--- config.mk ---
export PLATFORM = sky130hd
export DESIGN_NAME = muldiv_sequencer
export DESIGN_NICKNAME = d
export VERILOG_FILES = /design/src/rtl/muldiv_sequencer.sv
export SDC_FILE = /design/constraint.sdc
export NUM_CORES = 1
export LEC_CHECK = 0
export ABC_AREA = 0
export CAP_MARGIN = 20
export CORE_MARGIN = 3
export CORE_UTILIZATION = 45
export DETAILED_ROUTE_END_ITERATION = 8
export DONT_BUFFER_PORTS = 1
export PLACE_DENSITY = 0.61
export SYNTH_ARGS = -nofsm -noshare
export SYNTH_HDL_FRONTEND = slang
export SYNTH_SLANG_ARGS = --single-unit
--- constraint.sdc ---
create_clock -name clk -period 6.71 [get_ports clk]
set_input_delay 0.671 -clock clk [delete_from_list [all_inputs] [get_ports clk]]
set_output_delay 0.671 -clock clk [all_outputs]
set_load 0.1 [all_outputs]
--- src/rtl/muldiv_sequencer.sv ---
// muldiv_sequencer: iterative RV32M multiply/divide unit (shift-add multiply, restoring divide)
// Ports: clk, rst_n (async active-low) | req_valid/req_ready/req_op/req_a/req_b/req_rd request |
//        flush abort | busy | resp_valid/resp_result/resp_rd registered response
module muldiv_sequencer #(
  parameter int N = 32,
  parameter int TAGW = 5
) (
  input  logic            clk,
  input  logic            rst_n,
  input  logic            req_valid,
  output logic            req_ready,
  input  logic [2:0]      req_op,
  input  logic [N-1:0]    req_a,
  input  logic [N-1:0]    req_b,
  input  logic [TAGW-1:0] req_rd,
  input  logic            flush,
  output logic            busy,
  output logic            resp_valid,
  output logic [N-1:0]    resp_result,
  output logic [TAGW-1:0] resp_rd
);
  localparam int CW = $clog2(N);
  typedef enum logic [1:0] {IDLE, CALC, FIX, DONE} state_t;
  state_t state_q, state_d;
  logic [CW-1:0] cnt_q;
  logic [2:0] op_q;
  logic neg_q, sa_q;
  logic [N-1:0] opnd_q;
  logic [2*N-1:0] acc_q;
  logic [TAGW-1:0] rd_q;
  logic accept, sa, sb, div_zero, ovf, special;
  logic [N-1:0] mag_a, mag_b, spec_res, quo, rmd, fix_res;
  logic [N:0] sum, trial;
  logic [2*N-1:0] step, prod;
  assign req_ready = state_q == IDLE;
  assign busy = state_q != IDLE;
  assign resp_valid = state_q == DONE;
  always_comb begin
    accept = req_valid & req_ready & ~flush;
    sa = req_a[N-1] & (req_op == 3'b001 | req_op == 3'b010 | req_op == 3'b100 | req_op == 3'b110);
    sb = req_b[N-1] & (req_op == 3'b001 | req_op == 3'b100 | req_op == 3'b110);
    mag_a = sa ? -req_a : req_a;
    mag_b = sb ? -req_b : req_b;
    div_zero = req_op[2] & (req_b == '0);
    ovf = (req_op == 3'b100 | req_op == 3'b110) & (req_a == {1'b1, {(N-1){1'b0}}}) & (&req_b);
    special = div_zero | ovf;
    spec_res = div_zero ? (req_op[1] ? req_a : '1) : (req_op[1] ? '0 : req_a);
    // acc holds {high partial product, remaining multiplier} or {remainder, dividend/quotient}
    sum = {1'b0, acc_q[2*N-1:N]} + (acc_q[0] ? {1'b0, opnd_q} : '0);
    trial = acc_q[2*N-1:N-1] - {1'b0, opnd_q};
    step = op_q[2] ? (trial[N] ? {acc_q[2*N-2:0], 1'b0} : {trial[N-1:0], acc_q[N-2:0], 1'b1})
                   : {sum, acc_q[N-1:1]};
    prod = neg_q ? -acc_q : acc_q;
    quo = neg_q ? -acc_q[N-1:0] : acc_q[N-1:0];
    rmd = sa_q ? -acc_q[2*N-1:N] : acc_q[2*N-1:N];
    fix_res = op_q[2] ? (op_q[1] ? rmd : quo) : (op_q[1:0] == 2'b00 ? prod[N-1:0] : prod[2*N-1:N]);
  end
  always_comb begin
    state_d = state_q;
    unique case (state_q)
      IDLE: state_d = accept ? (special ? DONE : CALC) : IDLE;
      CALC: state_d = flush ? IDLE : (cnt_q == CW'(N-1) ? FIX : CALC);
      FIX:  state_d = flush ? IDLE : DONE;
      DONE: state_d = IDLE;
    endcase
  end
  always_ff @(posedge clk or negedge rst_n) begin
    if (!rst_n) begin
      state_q <= IDLE;
      cnt_q <= '0;
      resp_result <= '0;
      resp_rd <= '0;
    end else begin
      state_q <= state_d;
      if (accept) cnt_q <= '0;
      else if (state_q == CALC) cnt_q <= cnt_q + 1'b1;
      if (accept && special) begin
        resp_result <= spec_res;
        resp_rd <= req_rd;
      end else if (state_q == FIX && !flush) begin
        resp_result <= fix_res;
        resp_rd <= rd_q;
      end
    end
  end
  always_ff @(posedge clk) begin
    if (accept) begin
      op_q <= req_op;
      neg_q <= sa ^ sb;
      sa_q <= sa;
      opnd_q <= req_op[2] ? mag_b : mag_a;
      acc_q <= {{N{1'b0}}, req_op[2] ? mag_a : mag_b};
      rd_q <= req_rd;
    end else if (state_q == CALC) acc_q <= step;
  end
endmodule

==> impl_results.md <==
* Status: finished, final reports clean
* Layout Cells excl Fill at 2351
* Vias at approximately 15000
* Nets at between 2000 and 2500
* Switching power total at around 0.0026 W
* Routed WL per cell at roughly 24 um
* WL met2 at between 20000 and 25000 um
* Core Area at 33030 sq um
* Die footprint at about 36000 sq um
* Post-route DRC at 0
* Die Ht at 190.6 um
* GRT Resource Usage Total at 0.3065
* Ratio of cells with drive above 1 in the final layout at 0.04662
* Pleak at 6.490 nW
* Placed cells at 2317
* CP startpoint: acc_q[31]
* Skew-Pair Late Insertion Delay at 450 ps
* Worst slack, placed at between 2000 and 2500 ps
* Crit Path Class: flip-flop to flip-flop
* MaxCap Viol Count at 0
* Final Skew at 19.84 ps
* DP Wirelength at 43110 um
* Part of the cycle the worst path needs at 0.6567
* Final Power at between 0.005 and 0.006 W
* First-pass GRT wire length at about 86000 um
* Worst-path maximum fanout at 13
* CTS tree: built
* RSZ-0062 raised after global routing: no
* Seq pwr share at 0.299
* Synth area leader: edfxtp_1
* Synthesized Nets at ~2100
* Clock Tree Buf Depth at 2
* Internal power at approximately 0.0028 W
* Worst setup margin at between 2000 and 2500 ps
* Vias in the first global route at approximately 14000
* DRT Wirelength at 56720 um
* Max layer used: met5
* Top cell type's share of synthesized area at 0.1449
* Top_reg_cell synth: edfxtp_1
* Finish-stage setup viols at 0
* Postcts setup bufs at 0
* Switching Fraction at 0.4734
* Nature of the critical path startpoint: flip-flop
* Async S/R FF share, synth at 0.2933
* Drt first pass iters at 6
* Worst Path Arrival at roughly 4700 ps
* Clock Power Share at 0.198
* Top post-synthesis cells by count: 204 x nor2_1, 203 x nand2_1, 200 x a21oi_1
* Data required, critical path at around 7000 ps
* Max Freq at 226.9 MHz
* Multi-input logic area at 10580 sq um
* Port buffer count at 0
* Initial antenna violation count at 1
* Die Wd at 190.6 um
* Area growth from synthesis to layout at 5.595%
* Peak VDD IR at 233.6 uV
* Grt total ovfl at 0
* Reg2Reg Depth at 12
* Slew headroom at 0.2391
* CTS resizes at 0
* Synth warnings at 0
* Largest net degree at the start of global routing at just over 70
* Reg area at between 3000 and 4000 sq um
* Worst-margin pin slew at around 1100 ps
* Worst setup EP type: flip-flop
* Post-synthesis sequential area ratio at 0.2584
* Reg2reg start: acc_q[31]
* Hold-fix buffers, CTS at 1
* Register bit total from synthesis at 150
* Vias per cell at between 6 and 7
* GPL Wtd Cong at 0.9745
* Clock root buffer: clkbuf_16
* Wl on met1 at 25100 um
* Worst r2r dst: acc_q[32]
* Fill count at approximately 3300
* Clk sinks at 150
* CTS Buf Count at 17
* Final-report hold violation count at 0
* EDFF count, synth at between 70 and 80
* Power per Cell Area at roughly 330 nW/um^2
* Synth Instances at between 1500 and 2000
* Number of diodes at 0
* Reg2Reg Setup Slack at 2300 ps
* Syn Area/Cell at just under 8 sq um
* Initial drt markers at 1910
* DRT antenna net count at 0
* Pins Over Slew Limit at 0
* Synthesized cell area at 15340 sq um
* Synth top area cells: edfxtp_1 14%, dfrtp_1 7.2%, xnor2_1 6.8%, a21oi_1 6.5%, mux2i_1 6.3%
* Hold Crit Class: primary input to async pin
* # IOs at roughly 120
* Critical Path End: acc_q[32]
* H-tree Lvls at 4
* Minimum clock period at roughly 4400 ps
* # rows at 66
* Metal3 WL at around 4300 um
* Post-synthesis cell type count at about 80
* Initial cell density of the core at 0.4644
* Combinational Power Share at 0.504
* Clk pin slew, worst setup/hold paths at 70 ps
* Count leader, synth: nor2_1
* Setup TNS Final at 0 ps
worst max-delay path, cell delays in order, from the launching register on:
cell,delay [ps]
edfxtp_1,500
inv_1,100
ha_1,220
fa_1,410
nor2b_1,210
o31ai_1,120
a21oi_1,250
o211ai_1,220
a31oi_1,590
a31oi_1,330
xor2_2,790
mux2i_1,180
a221o_1,350
registers in the layout, indices dropped and copies added (netlist names):
name,count
acc_q,64
opnd_q,32
resp_result,32
cnt_q,5
rd_q,5
resp_rd,5
op_q,3
state_q,2
neg_q,1
sa_q,1
area by class of cell:
type | count | area share
Clock inverter | 15 | 0.01190
Sequential cell | 150 | 0.2447
Clock buffer | 17 | 0.02626
Tap cell | 442 | 0.03414
Multi-Input combinational cell | 1631 | 0.6529
Inverter | 74 | 0.01715
Timing Repair Buffer | 22 | 0.01290
worst min-delay path by stage:
stage,startpoint,cells after the start,endpoint
floorplan,rst_n,0,cnt_q[0]
CTS,rst_n,1,cnt_q[2]
detailed placement,rst_n,0,resp_rd[3]
global placement,rst_n,0,resp_rd[3]
global route,rst_n,1,cnt_q[3]
finish,rst_n,1,cnt_q[2]
kinds of logic (layout without fill, tap and decap cells):
group                    after synthesis  in the layout  share of synthesized area
flip-flops                           150            150                     0.2584
XOR/XNOR                             203            203                     0.1159
adder cells (fa/ha/maj)               73             73                    0.06052
buffers and inverters                216            128                    0.05481
AO/OA/AOI/OAI                        599            599                     0.2430
AND/OR/NAND/NOR                      652            652                     0.1989
multiplexers                         104            104                    0.06843
placed cells by master, fill, tap and decap left out, types with 8 or more instances in the layout:
cell,instances
buf_4,19
nand2_1,203
o41ai_1,14
or4_1,12
clkbuf_16,17
dfxtp_1,32
nor2_1,200
and3_1,10
nand3b_1,8
o221ai_1,15
o21a_1,9
o21bai_1,10
a21o_1,40
mux2i_1,97
dfrtp_1,44
a22oi_1,8
nand4_1,21
ha_1,71
a21oi_1,200
a221oi_1,15
o211ai_1,22
a211oi_1,29
nand2b_1,14
nor2b_1,11
o21ai_0,138
xor2_1,83
edfxtp_1,74
nor3_1,47
inv_1,71
o31ai_1,31
nand3_1,45
nor4_1,18
a31oi_1,25
xnor2_1,118
and2_1,9
or3_1,17
per-layer routing:
layer  vias up  track usage
met5         -            0
met4         2       0.1163
met3       101      0.05074
met2       694       0.4633
met1      7162       0.4388
li1       7057            -
through the flow:
stage,hold WS [ps],cell area [sq um],utilization
after floorplan,375.4,15340,-
after global placement,376.4,15510,0.4697
after detailed placement,376.4,15520,0.4700
after CTS,59.89,16170,0.4895
after global routing,68.02,16200,0.4904
final,63.65,16200,0.4904
power by group through the flow:
stage                     registers (W)  logic, W  clock network (W)
final                           0.00161   0.00272            0.00107
after global routing            0.00164   0.00298            0.00110
after CTS                       0.00160   0.00265            0.00107
after detailed placement        0.00162   0.00263                  0
after global placement          0.00162   0.00261                  0
after floorplan                 0.00139   0.00217                  0
Note: power is estimated with default switching activity, not from simulation.
